### config.mk
export PLATFORM = sky130hd
export DESIGN_NAME = reg_file_scoreboard
export DESIGN_NICKNAME = d
export VERILOG_FILES = /design/src/rtl/reg_file_scoreboard.sv
export SDC_FILE = /design/constraint.sdc
export NUM_CORES = 2
export LEC_CHECK = 0
export CORE_MARGIN = 3
export CORE_UTILIZATION = 35
export DETAILED_ROUTE_END_ITERATION = 10
export DONT_BUFFER_PORTS = 1
export PLACE_DENSITY = 0.49
export SLEW_MARGIN = 5
export SYNTH_ARGS = -nofsm -noshare
export SYNTH_HDL_FRONTEND = slang
export SYNTH_SLANG_ARGS = --single-unit
### constraint.sdc
create_clock -name clk -period 2.6 [get_ports clk]
set_clock_uncertainty 0.15 [all_clocks]
set_input_delay 0.39 -clock clk [delete_from_list [all_inputs] [get_ports clk]]
set_output_delay 0.39 -clock clk [all_outputs]
set_load 0.02 [all_outputs]
### src/rtl/reg_file_scoreboard.sv
// Register file with per-register busy scoreboard, 2 read / 1 write ports.
// Latency: operands are registered, valid 1 cycle after issue accept; writeback bypasses into the read.
// Backpressure: issue_ready drops on RAW/WAW against a busy register not being written back this cycle.
module reg_file_scoreboard #(
    parameter int ADDR_WIDTH = 5,
    parameter int DATA_WIDTH = 32,
    parameter int ZERO_REG   = 1,
    parameter int CNT_WIDTH  = 16
) (
    input  logic                            clk,
    input  logic                            rst_n,
    input  logic                            issue_valid,
    output logic                            issue_ready,
    input  logic [ADDR_WIDTH-1:0]           rs1,
    input  logic [ADDR_WIDTH-1:0]           rs2,
    input  logic [ADDR_WIDTH-1:0]           rd,
    input  logic                            rs1_used,
    input  logic                            rs2_used,
    input  logic                            rd_we,
    output logic                            op_valid,
    output logic [DATA_WIDTH-1:0]           rs1_data,
    output logic [DATA_WIDTH-1:0]           rs2_data,
    input  logic                            wb_valid,
    input  logic [ADDR_WIDTH-1:0]           wb_rd,
    input  logic [DATA_WIDTH-1:0]           wb_data,
    output logic                            wb_err,
    output logic [(2**ADDR_WIDTH)-1:0]      busy_vec,
    output logic [CNT_WIDTH-1:0]            stall_cycles
);

    localparam int REG_COUNT = 2**ADDR_WIDTH;

    logic [DATA_WIDTH-1:0] regs_q [REG_COUNT];
    logic [REG_COUNT-1:0]  busy_q, busy_d;
    logic                  op_valid_q, op_valid_d;
    logic [DATA_WIDTH-1:0] rs1_data_q, rs1_data_d;
    logic [DATA_WIDTH-1:0] rs2_data_q, rs2_data_d;
    logic                  wb_err_q, wb_err_d;
    logic [CNT_WIDTH-1:0]  stall_q, stall_d;

    logic raw1, raw2, waw, accept;

    function automatic logic is_zero(input logic [ADDR_WIDTH-1:0] a);
        return (ZERO_REG != 0) && (a == '0);
    endfunction

    function automatic logic wb_hit(input logic [ADDR_WIDTH-1:0] a);
        return wb_valid && (wb_rd == a);
    endfunction

    function automatic logic [DATA_WIDTH-1:0] read_port(input logic [ADDR_WIDTH-1:0] a);
        if (is_zero(a))
            return '0;
        else if (wb_hit(a))
            return wb_data;
        else
            return regs_q[a];
    endfunction

    always_comb begin
        raw1        = rs1_used && busy_q[rs1] && !wb_hit(rs1);
        raw2        = rs2_used && busy_q[rs2] && !wb_hit(rs2);
        waw         = rd_we    && busy_q[rd]  && !wb_hit(rd);
        issue_ready = !(raw1 || raw2 || waw);
        accept      = issue_valid && issue_ready;
    end

    always_comb begin
        op_valid_d = accept;
        rs1_data_d = rs1_data_q;
        rs2_data_d = rs2_data_q;
        if (accept) begin
            rs1_data_d = read_port(rs1);
            rs2_data_d = read_port(rs2);
        end

        wb_err_d = wb_valid && !busy_q[wb_rd] && !is_zero(wb_rd);

        // Clear first so a same-cycle issue to the same register leaves it outstanding.
        busy_d = busy_q;
        if (wb_valid)
            busy_d[wb_rd] = 1'b0;
        if (accept && rd_we && !is_zero(rd))
            busy_d[rd] = 1'b1;
        if (ZERO_REG != 0)
            busy_d[0] = 1'b0;

        stall_d = stall_q;
        if (issue_valid && !issue_ready && (stall_q != {CNT_WIDTH{1'b1}}))
            stall_d = stall_q + {{(CNT_WIDTH-1){1'b0}}, 1'b1};
    end

    always_ff @(posedge clk or negedge rst_n) begin
        if (!rst_n) begin
            busy_q     <= '0;
            op_valid_q <= 1'b0;
            rs1_data_q <= '0;
            rs2_data_q <= '0;
            wb_err_q   <= 1'b0;
            stall_q    <= '0;
        end else begin
            busy_q     <= busy_d;
            op_valid_q <= op_valid_d;
            rs1_data_q <= rs1_data_d;
            rs2_data_q <= rs2_data_d;
            wb_err_q   <= wb_err_d;
            stall_q    <= stall_d;
        end
    end

    always_ff @(posedge clk or negedge rst_n) begin
        if (!rst_n) begin
            for (int i = 0; i < REG_COUNT; i++)
                regs_q[i] <= '0;
        end else if (wb_valid && !is_zero(wb_rd)) begin
            regs_q[wb_rd] <= wb_data;
        end
    end

    assign op_valid     = op_valid_q;
    assign rs1_data     = rs1_data_q;
    assign rs2_data     = rs2_data_q;
    assign wb_err       = wb_err_q;
    assign busy_vec     = busy_q;
    assign stall_cycles = stall_q;

endmodule

==> Word-level counts from Yosys, hierarchy flattened <==
Cells that the tools add are included.
{ "word_totals": {"word_cells": 119, "ff_bits": 1137, "output_inout_bits": 115} }
{ "op_classes": {"n_addsub": 1, "reduce_logical": 33, "bitwise": 6, "n_eq_ne": 4, "muxes": 27, "n_lt_le_gt_ge": 10} }
{ "ops": {"columns": ["op", "n"], "rows": [
  ["$bwmux W1024", 1],
  ["$mux W32", 11],
  ["$bmux W32 S5", 2],
  ["$demux W32 S5", 1],
  ["$and A32 B32 Y32", 1],
  ["$not A32 Y32", 1],
  ["$or A32 B32 Y32", 1],
  ["$lt A5 B6 Y1 const B", 4],
  ["$bmux W1 S5", 4],
  ["$logic_and A1 B1 Y1", 20],
  ["$logic_not A5 Y1", 4],
  ["$ge A6 B6 Y1 const B", 3],
  ["$not A5 Y6", 3],
  ["$add A16 B1 Y16 const B", 1],
  ["$ne A16 B16 Y1 const B", 1],
  ["$eq A5 B5 Y1", 3],
  ["$demux W1 S5", 2],
  ["$ge A5 B1 Y1 const B", 2],
  ["$logic_not A1 Y1", 7],
  ["$lt A6 B1 Y1 const B", 1],
  ["$mux W1", 6],
  ["$logic_or A1 B1 Y1", 2]
]} }

==> Depth between registers and ports, before layout <==
{ "logic_depth": {"depth_word": 11, "depth_mapped": 11} }

==> Worst setup path after synthesis <==
No wires, ideal clock.
{ "synth_timing": {"path_type": "input -> output", "start": "input port rd[4]", "end": "output port issue_ready", "arrival_ns": 2.400, "slack_ns": -0.340, "cell_stages": 8, "path_buffers": 2, "cell_sequence": "clkbuf_1 or3b_2 o22ai_1 nor4_1 o211a_1 o211ai_1 clkbuf_1 inv_1"} }
{ "synth_between": {"elab_chain_len": 6} }
{ "synth_lines": {"columns": ["item", "line", "source"], "rows": [
  ["start, declared", "16", "input logic [ADDR_WIDTH-1:0] rd,"],
  ["$bmux W1 S5 / $eq A5 B5 Y1 (equally long branches)", "63, 48", null],
  ["$mux W1 (not written as such) / $logic_and A1 B1 Y1 (equally long branches)", "63, 48", null],
  ["$logic_and A1 B1 Y1 / $logic_not A1 Y1 (equally long branches)", "63", "waw = rd_we && busy_q[rd] && !wb_hit(rd);"],
  ["$logic_and A1 B1 Y1 *", "63", null],
  ["$logic_or A1 B1 Y1 *", "64", "issue_ready = !(raw1 || raw2 || waw);"],
  ["$logic_not A1 Y1 *", "64", null],
  ["end, declared", "13", "output logic issue_ready,"]
]} }
Every way passes the cells marked *; elsewhere a longest branch is shown, timed or not. The select of a mux whose other input is x is not followed.

==> Worst setup path after layout <==
{ "layout_timing": {"start": "register busy_q[15] (netlist: busy_vec[15])", "end": "output port issue_ready"} }
{ "layout_between": {"elab_chain_len": 7} }
{ "layout_lines": {"columns": ["item", "line", "source"], "rows": [
  ["start, declared", "34", "logic [REG_COUNT-1:0] busy_q, busy_d;"],
  ["start signal, assigned", "102", "busy_q <= busy_d;"],
  ["$bmux W1 S5 (on tied branches)", "61, 62", null],
  ["$mux W1 (on tied branches)", "61, 62", null],
  ["$logic_and A1 B1 Y1 (on tied branches) (2 in series)", "61, 62", null],
  ["$logic_or A1 B1 Y1", "64", null],
  ["$logic_or A1 B1 Y1 *", "64", null],
  ["$logic_not A1 Y1 *", "64", null]
]} }
Marked as above.

==> flow_summary.json <==
{
  "outcome": "finished, violations left",
  "failed_checks": "negative hold slack, negative setup slack",
  "antenna_violations_before_repair": 7,
  "io_pins": 174,
  "cts.sink_count": 1137,
  "final.min_clock_period_ps": 3510,
  "finalNetCount": 4039,
  "yosysTopAreaCell": "sky130_fd_sc_hd__dfrtp_1",
  "ys_async_sr_fraction": 1.00,
  "area_delta_synth_final_pct": 19.5,
  "critical_path_arrival_ps": 2970,
  "drtAntennaViolNets": 0,
  "fin_area_um2": 72000,
  "share_clk_of_total_power": 0.353,
  "synth-edff-count": 0,
  "clkLatencyLatePin_ps": 790,
  "placement.cell_area_um2": 64200,
  "timing.setup.critical_path_class": "flip-flop to output pin",
  "cts-buffers-inserted": 136,
  "layout_worst_path_cycle_share": 1.35,
  "postSynthNetCount": 3989,
  "track_usage": 0.234,
  "intPower_mw": 40.2,
  "pwr-share-comb": 0.210,
  "port_buffers": 0,
  "die_height_um": 421,
  "max_cap_viols": 0,
  "synth.avg_cell_area_um2": 15.3,
  "critical_path_buf_inv_count": 4,
  "hold_path.class": "primary input to async pin",
  "number_of_optimization_iterations_in_the_first_detailed_route_pass": 7,
  "timing_hold_violations_final": 104,
  "cts_max_level": 4,
  "crit_slowest_cell": "sky130_fd_sc_hd__mux4_2",
  "tightest_slew_ps": 1240,
  "fp.coreArea_um2": 170000,
  "power.share.sequential": 0.437,
  "synth_commonest_cells": "sky130_fd_sc_hd__dfrtp_1, sky130_fd_sc_hd__mux2_2, sky130_fd_sc_hd__mux4_2",
  "synth_top_area_share": 0.472,
  "dpl.hpwl_mm": 106,
  "drt-wirelength-per-cell_um": 32.3,
  "placementRows": 151,
  "crit_path_end_kind": "output pin",
  "synth_area_leaders": "sky130_fd_sc_hd__dfrtp_1, sky130_fd_sc_hd__mux4_2, sky130_fd_sc_hd__mux2_2, sky130_fd_sc_hd__clkbuf_1, sky130_fd_sc_hd__mux2i_1",
  "grt_start_max_net_pins": 270,
  "timing_max_transition_violations_final": 0,
  "critical_path_required_ps": 2060,
  "initial_utilization": 0.354,
  "seq_area_frac_synth": 0.472,
  "leakagePower_nw": 30.7,
  "crit_fanout": 8,
  "route.detailed.vias_per_inst": 5.92,
  "setup_viol": 109,
  "cts_tree": "built",
  "post-synth-top-count-cell": "sky130_fd_sc_hd__dfrtp_1",
  "chipWidth_um": 421,
  "detail_route.drc_violations": 0,
  "synth_cell_type_count": 58,
  "worstSetupStartpointType": "flip-flop",
  "smallest_hold_slack_ps": -589,
  "post_route_cells_drive_above_1_share": 0.577,
  "number_of_global_route_vias_before_repair": 39800,
  "grt_pass1_wl_mm": 299,
  "timing.critical_path.cells": "mux4_2 -> mux2i_1 -> o221ai_1 -> nand4_2 -> buf_6 -> o211ai_1 -> clkbuf_16 -> inv_2 -> buf_6",
  "post_synth_instance_area_um2": 60200,
  "yosys_synthesis_warning_count": 0,
  "power_switching_share": 0.275,
  "grt_overflow_total": 0,
  "cp_slowest_stage_delay_ps": 490,
  "fp.dieArea_um2": 177000,
  "setup_slack_ps": -915,
  "synthFlopType": "sky130_fd_sc_hd__dfrtp_1",
  "rsz0062_at_grt": "true",
  "max_freq_ghz": 0.285,
  "vdd_drop_max_uv": 686,
  "cpLargestDelayFamily": "multiplexers",
  "gp_routability_congestion": 0.807,
  "power.density_nw_per_um2": 769,
  "via_count": 37800,
  "cts.root.buffer_cell": "sky130_fd_sc_hd__clkbuf_16",
  "slew_headroom": 0.171,
  "placedCellCount": 5996,
  "ys_ff_latch": 1137,
  "net-switching-power_mw": 15.3,
  "count_of_placed_standard_cells_in_the_final_layout_fillers_left_out": 6384,
  "clock_path_buffers": 3,
  "critical-path-top-cell-by-count": "sky130_fd_sc_hd__buf_6",
  "clk_transition_reported_paths_ps": 60,
  "synthesis.instances": 3929,
  "detail_route.iter0.violations": 3160,
  "finalWirelength_mm": 207
}
[timing repair]
| action | CTS | global route |
|---|---|---|
| gates cloned | 18 | 2 |
| resized for setup | 284 | 47 |
| setup buffers | 20 | 5 |
| hold buffers | 92 | 5 |
| endpoints found under the hold margin | 1630 | 99 |
| endpoints found under the setup margin | 103 | 311 |
| pin swaps | 77 | 8 |
[registers in the layout, indices dropped and copies added, names as in the netlist]
register	count
busy_vec	31
regs_q	1024
rs1_data	32
op_valid	1
wb_err	1
rs2_data	32
stall_cycles	16
[worst paths after layout]
path	start	end	slack (ps)	depth (start not counted)
min in group clk	rs2[2]	rs2_data[20]	50	3
worst max register to register	busy_vec[26]	rs2_data[3]	-480	13
worst min register to register	regs_q[1005]	regs_q[1005]	240	0
worst min-delay path	rst_n	regs_q[24]	-590	1
worst max-delay path	busy_vec[15]	issue_ready	-910	9
max in group asynchronous	rst_n	regs_q[320]	410	4
[per-layer routing]
layer	up-vias	track usage	routed length, um
met5	-	0	0
met4	0	0.0611	4900
met3	243	0.0461	12300
met2	1061	0.367	96000
met1	21100	0.334	93400
li1	15400	-	-
[metrics by stage]
step                power [mW]   util  worst slack [ps]  hold WS, ps  TNS, ps
floorplan                 31.8      -              -190        -55.6    -3630
global placement          34.1  0.377              -749        -43.8  -178900
detailed placement        34.4  0.377              -754        -44.3  -190230
global route              57.9  0.423              -984         -587   -41850
finish                    55.4  0.423              -915         -589   -37480
CTS                       55.8  0.421             -1000         -640   -94990
[layout make-up]
cell class	count	area [um2]
sequential	1137	28500
antenna	5	12.5
fill	15400	98200
clock buffer	205	4100
multi-input combinational	2336	31400
tap	2295	2870
clock inverter	38	429
inverter	8	32.5
timing repair buffer	360	4690
[power groups by stage]
| stage | clock (mW) | combinational [mW] | sequential [mW] |
|---|---|---|---|
| 4_1_cts | 20.1 | 11.6 | 24.2 |
| 3_3_place_gp | 0 | 9.89 | 24.2 |
| 3_5_place_dp | 0 | 10.1 | 24.4 |
| 5_1_grt | 20.8 | 12.4 | 24.7 |
| 2_1_floorplan | 0 | 8.23 | 23.6 |
| 6_report | 19.6 | 11.6 | 24.2 |
[cells in the final DEF, fill, tap and decap left out, drive strengths merged, types with 17 or more instances in the layout]
cell type / n
mux2: 1009
xnor2: 18
mux4: 636
clkinv: 25
nor2: 82
o31ai: 41
clkbuf: 208
dlygate4sd3: 73
mux2i: 84
nor2b: 17
a211oi: 43
a21oi: 18
o41ai: 25
buf: 283
o21ai: 91
dfrtp: 1137
nand2: 146
[cell families after synthesis]
| logic type | after synthesis | share of synthesized area |
|---|---|---|
| adder cells (fa/ha/maj) | 1 | 0.000208 |
| other | 1 | 0.0000623 |
| buffers and inverters | 456 | 0.0302 |
| flip-flops | 1137 | 0.472 |
| XOR/XNOR | 28 | 0.00407 |
| AO/OA/AOI/OAI | 242 | 0.0269 |
| AND/OR/NAND/NOR | 335 | 0.0259 |
| multiplexers | 1729 | 0.440 |
Note: power is estimated with default switching activity, not from simulation.
